--- src/rtl/demux_1_4_stream.sv ---
// Registered 1:4 stream demultiplexer: each accepted word lands in the
// one-entry output register of the channel picked by in_sel.
module demux_1_4_stream #(
  parameter int WIDTH = 4
) (
  input  logic             clk,
  input  logic             rst,
  input  logic             in_valid,
  output logic             in_ready,
  input  logic [1:0]       in_sel,
  input  logic [WIDTH-1:0] in_data,
  output logic [WIDTH-1:0] y0,
  output logic [WIDTH-1:0] y1,
  output logic [WIDTH-1:0] y2,
  output logic [WIDTH-1:0] y3,
  output logic [3:0]       y_valid,
  input  logic [3:0]       y_ready
);

  typedef enum logic {EMPTY = 1'b0, FULL = 1'b1} chan_state_t;

  chan_state_t      state_q [4];
  chan_state_t      state_d [4];
  logic [WIDTH-1:0] data_q  [4];
  logic [WIDTH-1:0] data_d  [4];
  logic [3:0]       load;
  logic [3:0]       drain;
  logic             accept;

  // Only the selected channel gates the input, so a stalled channel
  // blocks the whole input (head-of-line) even if others are empty.
  always_comb begin
    in_ready = (state_q[in_sel] == EMPTY) | y_ready[in_sel];
    accept   = in_valid & in_ready;
  end

  always_comb begin
    for (int k = 0; k < 4; k++) begin
      state_d[k] = state_q[k];
      data_d[k]  = data_q[k];
      load[k]    = accept && (in_sel == 2'(k));
      drain[k]   = (state_q[k] == FULL) && y_ready[k];
      case (state_q[k])
        EMPTY: begin
          if (load[k]) begin
            state_d[k] = FULL;
            data_d[k]  = in_data;
          end
        end
        FULL: begin
          if (load[k]) begin
            data_d[k] = in_data;
          end else if (drain[k]) begin
            state_d[k] = EMPTY;
          end
        end
        default: state_d[k] = EMPTY;
      endcase
    end
  end

  always_ff @(posedge clk or posedge rst) begin
    if (rst) begin
      for (int k = 0; k < 4; k++) begin
        state_q[k] <= EMPTY;
        data_q[k]  <= '0;
      end
    end else begin
      for (int k = 0; k < 4; k++) begin
        state_q[k] <= state_d[k];
        data_q[k]  <= data_d[k];
      end
    end
  end

  always_comb begin
    y_valid = 4'b0000;
    for (int k = 0; k < 4; k++) begin
      y_valid[k] = (state_q[k] == FULL);
    end
  end

  assign y0 = data_q[0];
  assign y1 = data_q[1];
  assign y2 = data_q[2];
  assign y3 = data_q[3];

endmodule
--- config.mk ---
export PLATFORM = sky130hd
export DESIGN_NAME = demux_1_4_stream
export DESIGN_NICKNAME = d
export VERILOG_FILES = /design/src/rtl/demux_1_4_stream.sv
export SDC_FILE = /design/constraint.sdc
export NUM_CORES = 1
export LEC_CHECK = 0
export ABC_AREA = 1
export BUFFER_PORTS_ARGS = -buffer_cell sky130_fd_sc_hd__buf_2
export CAP_MARGIN = 20
export CORE_MARGIN = 3
export CORE_UTILIZATION = 23
export CTS_BUF_LIST = sky130_fd_sc_hd__clkbuf_2 sky130_fd_sc_hd__clkbuf_4 sky130_fd_sc_hd__clkbuf_8
export DETAILED_ROUTE_END_ITERATION = 8
export PLACE_DENSITY = 0.53
export SLEW_MARGIN = 5
export SYNTH_ARGS = -nofsm -noshare
export SYNTH_HDL_FRONTEND = slang
export SYNTH_SLANG_ARGS = --single-unit
--- constraint.sdc ---
create_clock -name clk -period 3.46 [get_ports clk]
set_clock_uncertainty 0.15 [all_clocks]
set_input_delay 0.346 -clock clk [delete_from_list [all_inputs] [get_ports clk]]
set_output_delay 0.346 -clock clk [all_outputs]
set_load 0.05 [all_outputs]
# Yosys cells after proc, flatten, opt, wreduce, memory -nomap -nowiden

Cells that the tools add are included.

Multipliers: 0
Equality and inequality tests: 3
Bitwise operators: 8
$add $sub $neg: 0
Mux-type cells: 25
Shift operators: 0
Reductions and logical operators: 9
Order comparisons: 2
Div/mod/pow operators: 0

Operators with widths:

| cell                                                                   | count |
|---|---|
| 4-bit 2-to-1 mux                                                       | 4 |
| 1-bit 2-to-1 mux                                                       | 15 |
| 1-bit logical AND                                                      | 8 |
| 1-bit case mux with 2 select lines                                     | 4 |
| 1-bit NOT                                                              | 5 |
| 1-bit binary-select mux with 2-bit select                              | 2 |
| 2-bit equality test (second input constant)                            | 2 |
| 3-bit >= comparator (second input constant)                            | 1 |
| 2-bit by 3-bit < comparator with 1-bit output (second input constant)  | 1 |
| 2-bit NOT with 3-bit output                                            | 1 |
| 2-bit by 1-bit equality test with 1-bit output (second input constant) | 1 |
| 2-bit zero test                                                        | 1 |
| 1-bit AND                                                              | 1 |
| 1-bit OR                                                               | 1 |

Memories kept: 0
Register bits after elaboration: 20
Bits in latches: 0
Bits of input ports: 13
Logic and storage cells: 55
ROM bits: 0
Memory bits (writable): 0

# Longest topological paths before layout

Gate-level depths: netlist of the first run.

Depth after elaboration: 10
Mapped depth: 11
Gate-level depth less buffers: 9

# Worst setup path before layout of the first run

No wires, ideal clock.

Kind: reg-to-output
From: register state_q (netlist bit y_valid[3])
To: output in_ready
Stages on the path, launching flop included: 7
Arrival: 1.160 ns
Required time: 2.964 ns
Path slack: 1.804 ns
Cells stage by stage: dfrtp_1 -> nand2_1 -> nand2_1 -> nand2_1 -> nand2_1 -> nand2_2 -> buf_4

Longest elaborated chain between the ends: 5

RTL lines:

| item                                                 | line | RTL |
|---|---|---|
| from (decl)                                          | 22   | `chan_state_t state_q [4];` |
| from (signal, indexed assignment)                    | 70   | `state_q[k] <= state_d[k];` |
| 1-bit binary-select mux with 2-bit select            | 33   | `in_ready = (state_q[in_sel] == EMPTY) \| y_ready[in_sel];` |
| 1-bit 2-to-1 mux (not written as such) (2 in series) | 33   |  |
| 1-bit NOT                                            | 33   |  |
| 1-bit OR                                             | 33   |  |
| to (decl)                                            | 9    | `output logic in_ready,` |

No other way between the ends. The select of a mux whose other input is x is not followed.

# Final worst setup path of the first run

Ends and elaborated chain as after synthesis.

==> impl_metrics.ini, run 1 <==
[status]
status = completed

[cells_and_area]
drive_gt1_share_pct = 30.50
nets = 156
antenna_cells = 0
ff_latch_area_um2 = 500.5
final_cells = 189
area_growth_pct = 23.67
final_cell_mix = nand2_1 (45), buf_2 (33), dfrtp_1 (20)
multiInputGateArea_um2 = 392.9
layout_commonest_cell = nand2_1
fill_cells = 419

[logic_synthesis]
yosysSeqAreaShare_pct = 52.02
syn-num-nets = 123
syn_avg_cell_area_um2 = 8.747
synth_cell_types = 16
ys_seq_elements = 20
synth_area_um2 = 962.2
syn_inst = 110
yosys_warnings = 0

[route]
drc = 0
via_count = 860
avgRoutedWirePerCell_um = 12.81
drt_iter0_drc = 34
firstDrtPassIters = 4
finalWirelength_um = 2422
via_per_inst = 4.550
ant_nets = 0

[critical_path]
critical_path.most_common_cell = nand2_1
critical_path.max_stage_delay_ns = 0.39
critical_path_buf_inv_count = 1
arrival_ns = 1.60
criticalPathCategory = flip-flop to primary output
startpoint_type = flip-flop
critical_path.top_delay_family = simple AND/OR/NAND/NOR gates
cp.required_ns = 2.96
endpoint_kind = primary output
worstPathMaxFanout = 21
crit_path_cell_trace = nand2_1 > nand2_1 > nand2_1 > nand2_1 > nand2_2 > buf_2
crit_slowest_cell = dfrtp_1

[grt]
grtUsageTotal_pct = 10.25
grt_pass1_wl_um = 4119
grt_max_degree = 22
grt_overflow = 0
antenna_found_initial = 0
grt_pass1_vias = 912

[sta]
rsz0062_at_grt = no
setup_violations = 0
fin_tns_setup_ns = 0
fin_crit_sh_pct = 60.47
clock.fmax_mhz = 477.9
finalHoldViolCount = 0
slew_violations = 0
relSlewSlack_pct = 48.41
period_minus_slack_ns = 2.092
tightest_slew_ns = 0.7730

[power]
ir_drop_mv = 0.2407
netSwitchingPower_uw = 318.4
seqPwrFrac_pct = 41.0
total_power_uw = 729.0
comb_power_share_pct = 38.9
cellPowerDensity_nw_per_um2 = 612.7
swShare_pct = 43.68
clockPowerShare_pct = 20.1
internal-power_uw = 410.6
p_leak_uw = 0.0006502

[floorplanning]
fp.dieH_um = 70.68
io_pins = 34
die_area_um2 = 4996
start_util_pct = 24.97
core_um2 = 3854
dieWidth_um = 70.68
rows = 22

[cts]
path_clk_slew_ns = 0.07
clk_path_buf_depth = 2
cts_max_level = 1
cts_tree = done
post_cts_buffers = 0
post_cts_resized = 0
root_buffer = clkbuf_8
cts_hold_buffers = 0
cts.sinks = 20
clock_latency_ns = 0.25
cts-buffers-inserted = 3

[place]
place.gp.congestion = 0.8609
dp.cells = 186
portBuffers = 33
hpwl_um = 1859

[run]
maxCapViolCount = 0

[min_path]
min_path_type = input port to async pin
[sequential cells by signal, summed over array words and instances (netlist names)]
signal / count
y_valid: 4
y3: 4
y1: 4
y0: 4
y2: 4
[Yosys cell counts (all sizes together)]
library cell  count  area share (%)
buf               4             3.6
clkbuf            1            0.39
dfrtp            20              52
inv               8             3.1
nand2            46              18
nand3             7             7.5
nand4            16              10
nor2              4             2.6
o21ai             4             2.1
[final timing paths]
kind	cells past startpoint	slack (ns)	to	start
setup / recovery	6	1.37	in_ready	y_valid[3]
hold / removal	2	0.08	y_valid[1]	rst
setup reg to reg	8	1.79	y3[3]	y_valid[3]
hold reg to reg	2	0.32	y3[2]	y3[2]
max in group asynchronous	2	2.60	y0[1]	rst
min in group clk	2	0.13	y_valid[1]	y_ready[1]
[layer usage]
layer,vias up,track usage (%),part of all wire (%)
li1,426,-,-
met1,395,14.52,48
met2,37,14.93,43
met3,2,2.699,8.5
met4,0,3.758,0.50
met5,-,0,0
[cells by family (layout without fill, tap and decap cells)]
family          count (synthesis)  in the layout  synth area share [%]
buf+inv                        13             44                 7.152
compound gates                  4              4                 2.081
flops                          20             20                 52.02
simple gates                   73             73                 38.75
[power by group through the flow]
stage / sequential [µW] / clock, µW / combinational, µW
floorplan: 450 / 0 / 69.8
global placement: 302 / 0 / 284
detailed placement: 304 / 0 / 285
CTS: 300 / 153 / 286
global route: 305 / 165 / 304
finish: 299 / 147 / 284
[worst reg2reg max path, stage by stage (launching register included)]
cell and delay [ns]:
dfrtp_1 0.39, nand2_1 0.08, nand2_1 0.05, nand2_1 0.06, nand2_1 0.07, nand2_2 0.34, nand3_1 0.26, nand2_1 0.12
nand2_1 0.05
[metrics by stage]
step / utilization, % / setup slack (ns) / hold WS [ns] / instance area [µm²]
final: 30.88 / 1.368 / 0.07536 / 1190
after global routing: 30.88 / 1.261 / 0.1363 / 1190
after global placement: 29.81 / 1.457 / 0.3054 / 1149
after CTS: 30.88 / 1.365 / 0.1023 / 1190
after floorplan: - / 1.804 / 0.1598 / 962.2
after detailed placement: 29.81 / 1.399 / 0.3080 / 1149
[final cells by class]
cell class	instances	area share, %
inverter	8	2.524
tap	48	5.047
multi-input combinational	77	33.02
sequential	20	42.06
clock buffer	3	3.470
timing repair buffer	33	13.88
Power figures use the tool's default switching activity.
==> run 2: changes to the inputs <==
--- a/config.mk
+++ b/config.mk
@@ -5,14 +5,14 @@
 export SDC_FILE = /design/constraint.sdc
 export NUM_CORES = 1
 export LEC_CHECK = 0
-export ABC_AREA = 1
+export ABC_AREA = 0
 export BUFFER_PORTS_ARGS = -buffer_cell sky130_fd_sc_hd__buf_2
 export CAP_MARGIN = 20
 export CORE_MARGIN = 3
 export CORE_UTILIZATION = 23
 export CTS_BUF_LIST = sky130_fd_sc_hd__clkbuf_2 sky130_fd_sc_hd__clkbuf_4 sky130_fd_sc_hd__clkbuf_8
 export DETAILED_ROUTE_END_ITERATION = 8
-export PLACE_DENSITY = 0.53
+export PLACE_DENSITY = 0.54
 export SLEW_MARGIN = 5
 export SYNTH_ARGS = -nofsm -noshare
 export SYNTH_HDL_FRONTEND = slang
==> constraint.sdc (replaced) <==
create_clock -name clk -period 2 [get_ports clk]
set_clock_uncertainty 0.15 [all_clocks]
set_input_delay 0.2 -clock clk [delete_from_list [all_inputs] [get_ports clk]]
set_output_delay 0.2 -clock clk [all_outputs]
set_load 0.05 [all_outputs]
==> impl_metrics.ini, run 2 <==
[critical_path]
critical_path.top_delay_family = multiplexers
arrival_ns = 1.36
ff2ff_setup_slack_ns = 0.55
timing.rr.end = y1[1]
endpoint_kind = primary output
crit_slowest_cell = mux4_2
critical_path.max_stage_delay_ns = 0.46
reg2reg_depth = 3
critical_path_cell_count = 3
startpoint_type = flip-flop
worstPathMaxFanout = 3
criticalPathCategory = flip-flop to primary output
crit_path_cell_trace = nand2b_1 > mux4_2 > buf_2
critical_path_buf_inv_count = 1
timing.rr.start = y_valid[1]
cp.required_ns = 1.65

[route]
finalWirelength_um = 1700
via_per_inst = 4.036
drt_iter0_drc = 20
avgRoutedWirePerCell_um = 12.41
drc = 0
firstDrtPassIters = 3
via_count = 553
ant_nets = 0

[place]
place.gp.congestion = 0.6793
dp.cells = 133
hpwl_um = 1351
portBuffers = 33
post_dp_cell_area_um2 = 1054

[floorplanning]
start_util_pct = 24.46
core_um2 = 3442
rows = 21
fp.dieH_um = 66.51
dieWidth_um = 66.51
io_pins = 34
die_area_um2 = 4423

[grt]
grt_max_degree = 21
grtUsageTotal_pct = 8.079
grt_pass1_wl_um = 2628
grt_pass1_vias = 542
antenna_found_initial = 0
grt_overflow = 0

[cells_and_area]
nets = 106
stdcell_area_um2 = 1105
area_growth_pct = 31.20
antenna_cells = 0
fill_cells = 366
drive_gt1_share_pct = 61.54
layout_commonest_cell = buf_2
final_cells = 137
final_cell_mix = buf_2 (33), dfrtp_1 (20), mux2_2 (12)

[power]
total_power_uw = 1251
ir_drop_mv = 0.3051
p_leak_uw = 0.0005438
cellPowerDensity_nw_per_um2 = 1132

[logic_synthesis]
synth_adder_area_share_pct = 0
synth_top_family_by_area = multiplexers
yosys.area.top_type = dfrtp_1
synth-compound-area-share_pct = 0.5944
synth_area_um2 = 842.1
synthMuxAreaShare_pct = 25.85
synth_cell_types = 15
syn-num-nets = 68
yosysSeqAreaShare_pct = 59.44
synth_common_cells = dfrtp_1 (20), mux2_2 (12), nand2_1 (5)
yosys.area_share.xor_xnor_pct = 0
synth-async-reset-ratio_pct = 100.0
yosys-top-cells-area = dfrtp_1 (59%), mux2_2 (16%), mux2_4 (7.1%)
synth_edf_count = 0
yosys_warnings = 0
syn_avg_cell_area_um2 = 15.31
yosys.area_share.simple_pct = 12.33
syn_inst = 55
synth_top_area_share_pct = 59.44
ys.flop_type = dfrtp_1
yosysMostFrequentCell = dfrtp_1
ys_seq_elements = 20

[min_path]
hold_depth = 2
whs_endpoint = y2[2]
hold_start = in_data[2]
min_path_type = input port to flip-flop

[sta]
fin_tns_setup_ns = 0
slew_violations = 0
period_minus_slack_ns = 1.706
finalHoldViolCount = 0
tightest_slew_ns = 0.7452
setup_violations = 0
clock.fmax_mhz = 586.2
fin_crit_sh_pct = 85.29
relSlewSlack_pct = 50.26
rsz0062_at_grt = no
whs_ns = 0.07828

[cts]
cts.sinks = 20
clk_path_buf_depth = 2
path_clk_slew_ns = 0.07
clock_latency_ns = 0.25
root_buffer = clkbuf_8
cts_tree = done
cts_max_level = 1
cts-buffers-inserted = 3
post_cts_resized = 0

[run]
maxCapViolCount = 0

[status]
status = completed
[run 2: cell count changes in the layout (fill, tap and decap cells not counted), sizes merged, moves of 6 or more]
cell,change
nand3,-6
mux2,+16
nand4,-16
inv,-7
nand2,-41
[run 2: worst max path at each step]
stage                           from        to  slack (ns)
after floorplan           y_valid[3]  in_ready        0.26
after global placement    y_ready[0]  in_ready        0.52
after detailed placement  y_ready[3]  in_ready        0.51
after CTS                 y_valid[1]  in_ready        0.28
after global routing      y_valid[2]  in_ready        0.23
final                     y_valid[3]  in_ready        0.29
[run 2: logic make-up after synthesis]
kind of cell | Yosys count
flops | 20
mux | 17
simple gates | 15
buf+inv | 2
compound gates | 1
[run 2: cell type report]
cell class,instances,area (µm²),share of cell area [%]
Tap cell,46,57.56,5.210
Clock buffer,3,41.29,3.737
Sequential cell,20,500.5,45.30
Timing Repair Buffer,34,175.2,15.86
Inverter,1,3.754,0.3398
Multi-Input combinational cell,33,326.6,29.56
[run 2: power breakdown]
group / leakage (µW) / total, µW / internal [µW] / switching [µW]
Clock: 0.0000216 / 247 / 133 / 114
Combinational: 0.000281 / 487 / 134 / 353
Sequential: 0.000242 / 517 / 479 / 37.2
Total: 0.000544 / 1250 / 747 / 504
[run 2: metrics by stage]
step	setup slack, ns	util, %
after floorplan	0.2572	-
after global placement	0.5164	30.61
after detailed placement	0.5093	30.61
after CTS	0.2758	32.10
after global routing	0.2269	32.10
final	0.2941	32.10
[run 2: what timing repair did]
item,4_1_cts,5_1_grt
hold endpoints to repair,20,0
buffers inserted,0,0
hold buffers,1,0
[run 2: metal layers]
| layer | wire length [µm] | global-route usage, % | vias up | part of all wire, % |
|---|---|---|---|---|
| met5 | 0 | 0 | - | 0 |
| met2 | 695 | 11.28 | 26 | 41 |
| met3 | 208 | 3.204 | 0 | 12 |
| li1 | - | - | 262 | - |
| met1 | 797 | 11.40 | 265 | 47 |
| met4 | 0 | 2.284 | 0 | 0 |
